### config.mk
export PLATFORM = sky130hd
export DESIGN_NAME = risc_sequencer
export DESIGN_NICKNAME = d
export VERILOG_FILES = /design/src/rtl/risc_sequencer.sv
export SDC_FILE = /design/constraint.sdc
export NUM_CORES = 1
export LEC_CHECK = 0
export ABC_CLOCK_PERIOD_IN_PS = 2050
export CAP_MARGIN = 5
export CORE_ASPECT_RATIO = 1.4
export CORE_MARGIN = 3
export CORE_UTILIZATION = 56
export DETAILED_ROUTE_END_ITERATION = 7
export DONT_BUFFER_PORTS = 1
export GPL_TIMING_DRIVEN = 0
export PLACE_DENSITY = 0.74
export SYNTH_ARGS = -nofsm -noshare
export SYNTH_HDL_FRONTEND = slang
export SYNTH_SLANG_ARGS = --single-unit
### constraint.sdc
create_clock -name clk -period 2.05 [get_ports clk]
set_clock_uncertainty 0.15 [all_clocks]
set_input_delay 0.3075 -clock clk [delete_from_list [all_inputs] [get_ports clk]]
set_output_delay 0.3075 -clock clk [all_outputs]
set_load 0.1 [all_outputs]
### src/rtl/risc_sequencer.sv
// risc_sequencer: instruction-phase sequencer for the 8-bit accumulator CPU.
// Owns the 3-bit phase counter and decodes phase/opcode/zero into datapath strobes.
// Adds memory wait-state stalls with timeout, halt/resume, a retired-instruction
// counter and (with SEQ_STEP_EN defined) single-step pausing.
//
// Ports:
//   clk, rst_n       clock, synchronous active-low reset
//   start            pulse; leaves IDLE/HALT/PAUSE and restarts at phase 0
//   opcode, zero     IR opcode and accumulator-zero flag
//   mem_ready        memory read data valid (checked in phase 1 and ALU phase 5)
//   step_mode        pause after each instruction (SEQ_STEP_EN only)
//   sel..data_e      datapath strobes, combinational from state/phase/opcode/zero
//   halt             halting (phase 4 of HLT) or halted
//   phase            current phase
//   timeout          sticky memory-timeout flag
//   instr_cnt        retired instruction count (wraps)
module risc_sequencer #(
    parameter int unsigned WAIT_W   = 4,
    parameter int unsigned MAX_WAIT = 15,
    parameter int unsigned CNT_W    = 16
) (
    input  logic             clk,
    input  logic             rst_n,
    input  logic             start,
    input  logic [2:0]       opcode,
    input  logic             zero,
    input  logic             mem_ready,
`ifdef SEQ_STEP_EN
    input  logic             step_mode,
`endif
    output logic             sel,
    output logic             rd,
    output logic             ld_ir,
    output logic             inc_pc,
    output logic             ld_ac,
    output logic             wr,
    output logic             ld_pc,
    output logic             data_e,
    output logic             halt,
    output logic [2:0]       phase,
    output logic             timeout,
    output logic [CNT_W-1:0] instr_cnt
);

    localparam logic [2:0] OP_HLT = 3'b000;
    localparam logic [2:0] OP_SKZ = 3'b001;
    localparam logic [2:0] OP_ADD = 3'b010;
    localparam logic [2:0] OP_LDA = 3'b101;
    localparam logic [2:0] OP_STO = 3'b110;
    localparam logic [2:0] OP_JMP = 3'b111;

`ifdef SEQ_STEP_EN
    typedef enum logic [1:0] {IDLE, RUN, HALT, PAUSE} state_t;
`else
    typedef enum logic [1:0] {IDLE, RUN, HALT} state_t;
`endif

    state_t              state_q, state_d;
    logic [2:0]          phase_q, phase_d;
    logic [WAIT_W-1:0]   wait_q, wait_d;
    logic [CNT_W-1:0]    cnt_q, cnt_d;
    logic                timeout_q, timeout_d;
    logic                aluop;
    logic                stall_phase;

    assign phase     = phase_q;
    assign timeout   = timeout_q;
    assign instr_cnt = cnt_q;

    // ADD, AND, XOR and LDA read an operand from memory in the execute phases
    assign aluop       = (opcode >= OP_ADD) && (opcode <= OP_LDA);
    assign stall_phase = (phase_q == 3'd1) || ((phase_q == 3'd5) && aluop);

    // State register
    always_ff @(posedge clk) begin
        if (!rst_n) begin
            state_q   <= IDLE;
            phase_q   <= 3'd0;
            wait_q    <= '0;
            cnt_q     <= '0;
            timeout_q <= 1'b0;
        end else begin
            state_q   <= state_d;
            phase_q   <= phase_d;
            wait_q    <= wait_d;
            cnt_q     <= cnt_d;
            timeout_q <= timeout_d;
        end
    end

    // Next-state, phase sequencing and strobe decode
    always_comb begin
        state_d   = state_q;
        phase_d   = phase_q;
        wait_d    = wait_q;
        cnt_d     = cnt_q;
        timeout_d = timeout_q;
        sel       = 1'b0;
        rd        = 1'b0;
        ld_ir     = 1'b0;
        inc_pc    = 1'b0;
        ld_ac     = 1'b0;
        wr        = 1'b0;
        ld_pc     = 1'b0;
        data_e    = 1'b0;
        halt      = (state_q == HALT);

        case (state_q)
            RUN: begin
                case (phase_q)
                    3'd0: sel = 1'b1;
                    3'd1: begin
                        sel = 1'b1;
                        rd  = 1'b1;
                    end
                    3'd2, 3'd3: begin
                        sel   = 1'b1;
                        rd    = 1'b1;
                        ld_ir = 1'b1;
                    end
                    3'd4: begin
                        inc_pc = 1'b1;
                        halt   = (opcode == OP_HLT);
                    end
                    3'd5: rd = aluop;
                    3'd6: begin
                        rd     = aluop;
                        inc_pc = (opcode == OP_SKZ) && zero;
                        ld_pc  = (opcode == OP_JMP);
                        data_e = (opcode == OP_STO);
                    end
                    default: begin
                        rd     = aluop;
                        ld_ac  = aluop;
                        ld_pc  = (opcode == OP_JMP);
                        wr     = (opcode == OP_STO);
                        data_e = (opcode == OP_STO);
                    end
                endcase

                if (stall_phase && !mem_ready) begin
                    // Hold the phase; give up after MAX_WAIT+1 not-ready cycles
                    if (wait_q == WAIT_W'(MAX_WAIT)) begin
                        state_d   = HALT;
                        timeout_d = 1'b1;
                        wait_d    = '0;
                    end else begin
                        wait_d = wait_q + WAIT_W'(1);
                    end
                end else if ((phase_q == 3'd4) && (opcode == OP_HLT)) begin
                    state_d = HALT;
                end else begin
                    wait_d  = '0;
                    phase_d = phase_q + 3'd1;
                    if (phase_q == 3'd7) begin
                        cnt_d = cnt_q + CNT_W'(1);
`ifdef SEQ_STEP_EN
                        // Pause with phase frozen at 7; start resumes at phase 0
                        if (step_mode) begin
                            state_d = PAUSE;
                            phase_d = phase_q;
                        end
`endif
                    end
                end
            end
            default: begin
                // IDLE, HALT and PAUSE: strobes off, phase frozen until start
                if (start) begin
                    state_d   = RUN;
                    phase_d   = 3'd0;
                    wait_d    = '0;
                    timeout_d = 1'b0;
                end
            end
        endcase
    end

endmodule
Word-level counts from Yosys, hierarchy flattened:

Index checks and enable logic that the tools add are counted.
Widths: inputs -> output; s select.

* register bits: 26
* logic and storage cells: 89

* $add $sub $neg: 3
* $lt $le $gt $ge: 2
* equality and inequality tests: 20
* mux-type cells: 36
* bitwise logic cells: 2
* reduce and logical (&&, ||, !) cells: 21

Operators by type and width (count)
* $mux 1: 20
* $mux 4: 5
* $eq 3x3->1 const B: 6
* $add 16x1->16 const B: 1
* $mux 3: 4
* $mux 2: 5
* $ne 3x3->1 const B: 3
* $reduce_and 3->1: 3
* $ne 2x2->1 const B: 4
* $reduce_or 7->1: 1
* $eq 3x1->1 const B: 2
* $eq 3x2->1 const B: 2
* $logic_not 3->1: 2
* $reduce_or 6->1: 1
* $logic_and 1x1->1: 5
* $add 4x1->4 const B: 1
* $eq 4x4->1 const B: 1
* $pmux 1 s2: 2
* $reduce_and 4->1: 1
* $reduce_or 2->1: 2
* $reduce_or 4->1: 1
* $add 3x1->3 const B: 1
* $ge 3x2->1 const B: 1
* $le 3x3->1 const B: 1
* other kinds (8): 9

Longest topological paths before layout:

* depth in word-level cells: 7
* depth in mapped cells: 8
* mapped depth without buffers: 7

Worst setup path after synthesis:

Ideal clock, no wire load.

* path kind: register -> output
* from: reg phase_q[1] (netlist: phase[1])
* to: out ld_ac
* data arrival time: 4.721 ns
* required time: 1.592 ns
* setup slack: -3.128 ns
* cell stages (with the launch flop): 5
* buffers on the path: 0
* cell sequence: dfxtp_1 > inv_1 > ha_1 > or3_1 > nor4_1

* cells in the longest elaborated chain, start to end: 4
* elaborated cells on any way between the ends: 10
* classes of those cells: eq/ne (6); mux (2); reduce/logical (2)

Ends and longest elaborated chain
* from (decl): line 59 `logic [2:0] phase_q, phase_d;`
* from (signal assigned): line 84 `phase_q <= phase_d;`
* $eq 3x1->1 (tied with other cells): line 110 `case (phase_q)`
* $reduce_or 7->1 (no source line) *
* $mux 1 *: line 110
* $mux 1 *: line 108 `case (state_q)`
* to (decl): line 35 `output logic ld_ac,`

Every way passes the cells marked *; elsewhere a longest branch is shown, timed or not.

Final worst setup path:

* from: reg phase_q[0] (netlist: phase[0])
* to: out ld_ac

Same word-level chain as after synthesis.

==> impl_metrics.env <==
export IMPL_initial_core_util=0.603
export IMPL_avgSynthCellArea_um2=8.19
export IMPL_setup_viol_count_final=21
export IMPL_post_place_cells=216
export IMPL_synth_edff_count=0
export IMPL_critical_path_slowest_cell="nor4_4"
export IMPL_syn_inst=182
export IMPL_crit_path_max_incr_delay_ns=1.07
export IMPL_ys_types=41
export IMPL_dr_first_iter_drc_count=46
export IMPL_area_growth_pct=30.1
export IMPL_cp_start_kind="register"
export IMPL_numCtsBuffers=3
export IMPL_critical_path_top_delay_family="simple AND/OR/NAND/NOR gates"
export IMPL_report_power_total_uw=997
export IMPL_slew_violations=0
export IMPL_grt_pass1_vias=1390
export IMPL_synth_nets=198
export IMPL_grt_start_max_net_pins=15
export IMPL_period_share=1.52
export IMPL_final_common_cell="nor2_1"
export IMPL_grt_overflow_total=0
export IMPL_status="finished, violations left"
export IMPL_timing_final_crit_period_ns=3.11
export IMPL_ys_warnings_count=0
export IMPL_path_buf_inv=1
export IMPL_fin_area_mm2=0.00194
export IMPL_violations="setup timing"
export IMPL_path_cells="inv_4 > ha_4 > or3_4 > nor4_4"
export IMPL_cts_root_buf="clkbuf_4"
export IMPL_drc_errors=0
export IMPL_design_die_area_mm2=0.00332
export IMPL_wire_per_inst_um=16.7
export IMPL_tritoncts="built"
export IMPL_fin_util=0.785
export IMPL_num_rows=21
export IMPL_worst_skew_pair_late_latency_ns=0.33
export IMPL_power_leakage_nw=0.716
export IMPL_power_density_mw_per_mm2=514
export IMPL_synth_ff_type="dfxtp_1"
export IMPL_rsz0062_at_grt="yes"
export IMPL_vias=1411
export IMPL_tightest_slew_ns=1.31
export IMPL_pin_count=37
export IMPL_final_layout_size_suffix_gt1_frac=0.357
export IMPL_fmax_mhz=321
export IMPL_coreArea_mm2=0.00247
export IMPL_antenna_left=0
export IMPL_placed_area_mm2=0.00167
export IMPL_required_ns=1.59
export IMPL_viasPerCell=6.13
export IMPL_cts_sinks=26
export IMPL_dieHeight_um=67.0
export IMPL_crit_fanout=6
export IMPL_mostFrequentLayoutCells="nor2_1 (17), a21oi_1 (14), nand3_1 (11), dfxtp_2 (11), dfxtp_1 (11)"
export IMPL_die_w_um=49.6
export IMPL_end_kind="output pin"
export IMPL_stdcell_count=230
export IMPL_cts_max_level=1
export IMPL_drv_cap=0
export IMPL_path_clk_slew_ns=0.13
export IMPL_critical_path_arrival_ns=2.66
export IMPL_syn_cell_area_mm2=0.00149
export IMPL_final_hold_violation_count=0
export IMPL_grt_pass1_wl_um=6260
export IMPL_yosysSeqAreaShare=0.349
export IMPL_synthArstFlopShare=0
export IMPL_ys_ff_latch=26
export IMPL_clockBufferDepth=2
export IMPL_hpwl_um=2600
export IMPL_nets=213
export IMPL_diodes=0
export IMPL_firstDrtPassIters=4
export IMPL_max_slew_margin=0.117
export IMPL_place_congestion=0.805
export IMPL_hold_class="in2reg"
export IMPL_portBuffers=0
export IMPL_drt_total_wl_um=3850
export IMPL_crit_type="reg2out"
export IMPL_grt_usage=0.241
export IMPL_ir_drop_uv=650
export IMPL_antenna_found_initial=0
export IMPL_worst_slack_ns=-1.06
## layout make-up
| type | count | area (um2) |
|---|---|---|
| flip-flops and latches | 26 | 549 |
| fillers | 181 | 532 |
| repair buffers | 10 | 91.3 |
| plain buffers | 6 | 55.1 |
| well taps | 34 | 42.5 |
| inverters | 8 | 37.5 |
| multi-input cells | 142 | 1130 |
| clock buffers | 4 | 36.3 |
## repair_timing
item	4_1_cts	5_1_grt
buffers inserted	8	1
resized for setup	25	12
hold buffers	1	0
hold endpoints to repair	6	0
endpoints found under the setup margin	23	25
pin swaps	11	4
## cells by family after synthesis
kind of cell / after synthesis / share of synthesized area
muxes: 2 / 0.0134
and+or+nand+nor: 88 / 0.335
buffers and inverters: 14 / 0.0428
DFF: 26 / 0.349
AOI/OAI and AO/OA: 35 / 0.139
adders and majority gates: 8 / 0.0672
xor gates and xnor gates: 9 / 0.0529
## where the power goes
part | total, mW | internal (mW) | leakage, nW | switching [mW]
clock network | 0.259 | 0.109 | 0.0210 | 0.151
registers | 0.540 | 0.508 | 0.218 | 0.0324
logic | 0.197 | 0.0712 | 0.477 | 0.126
## flip-flops by register name, summed over array words and instances, names as in the netlist
name and flops:
instr_cnt 16, phase 3, state_q 2, timeout 1, wait_q 4
## stage by stage
step | setup TNS, ns | worst slack (ns) | hold WS (ns)
finish | -7.41 | -1.06 | 0.0542
global route | -9.92 | -1.12 | 0.0407
CTS | -6.74 | -1.07 | 0.0109
detailed placement | -4.36 | -0.803 | 0.290
global placement | -4.18 | -0.767 | 0.283
floorplan | -1.99 | -0.724 | 0.279
## path summary, 6_finish.rpt
kind | startpoint | to | slack, ns | depth (start not counted)
setup / recovery | phase[0] | ld_ac | -1.06 | 4
hold / removal | start | state_q[0] | 0.05 | 2
setup reg to reg | phase[1] | instr_cnt[12] | -0.43 | 7
hold reg to reg | wait_q[3] | wait_q[3] | 0.34 | 2
## cells in the mapped netlist, types with 2 or more instances
cell	number	area, um2
nand2_1	13	48.8
nand4_2	3	37.5
nand3b_1	3	22.5
dfxtp_1	26	521
mux2i_1	2	20.0
nor3_1	4	20.0
o211ai_1	2	15.0
and3_1	2	12.5
nand4b_1	2	17.5
xnor2_1	3	26.3
nand3_1	13	65.1
nand4_1	5	31.3
o21ai_1	3	15.0
o21ai_0	9	45.0
ha_1	8	100
clkbuf_1	4	15.0
a21oi_1	15	75.1
inv_1	8	30.0
and2_1	2	12.5
xor2_1	6	52.6
or3_1	8	50.1
nor2_1	22	82.6
## routing by layer
metal  up-vias  GRT usage  share of wire
li1        681          -              -
met1       684      0.256           0.39
met2        40      0.464           0.55
met3         6     0.0470          0.043
met4         0     0.0865          0.018
met5         -          0              0
No activity file was read; power rests on OpenSTA's default activity.
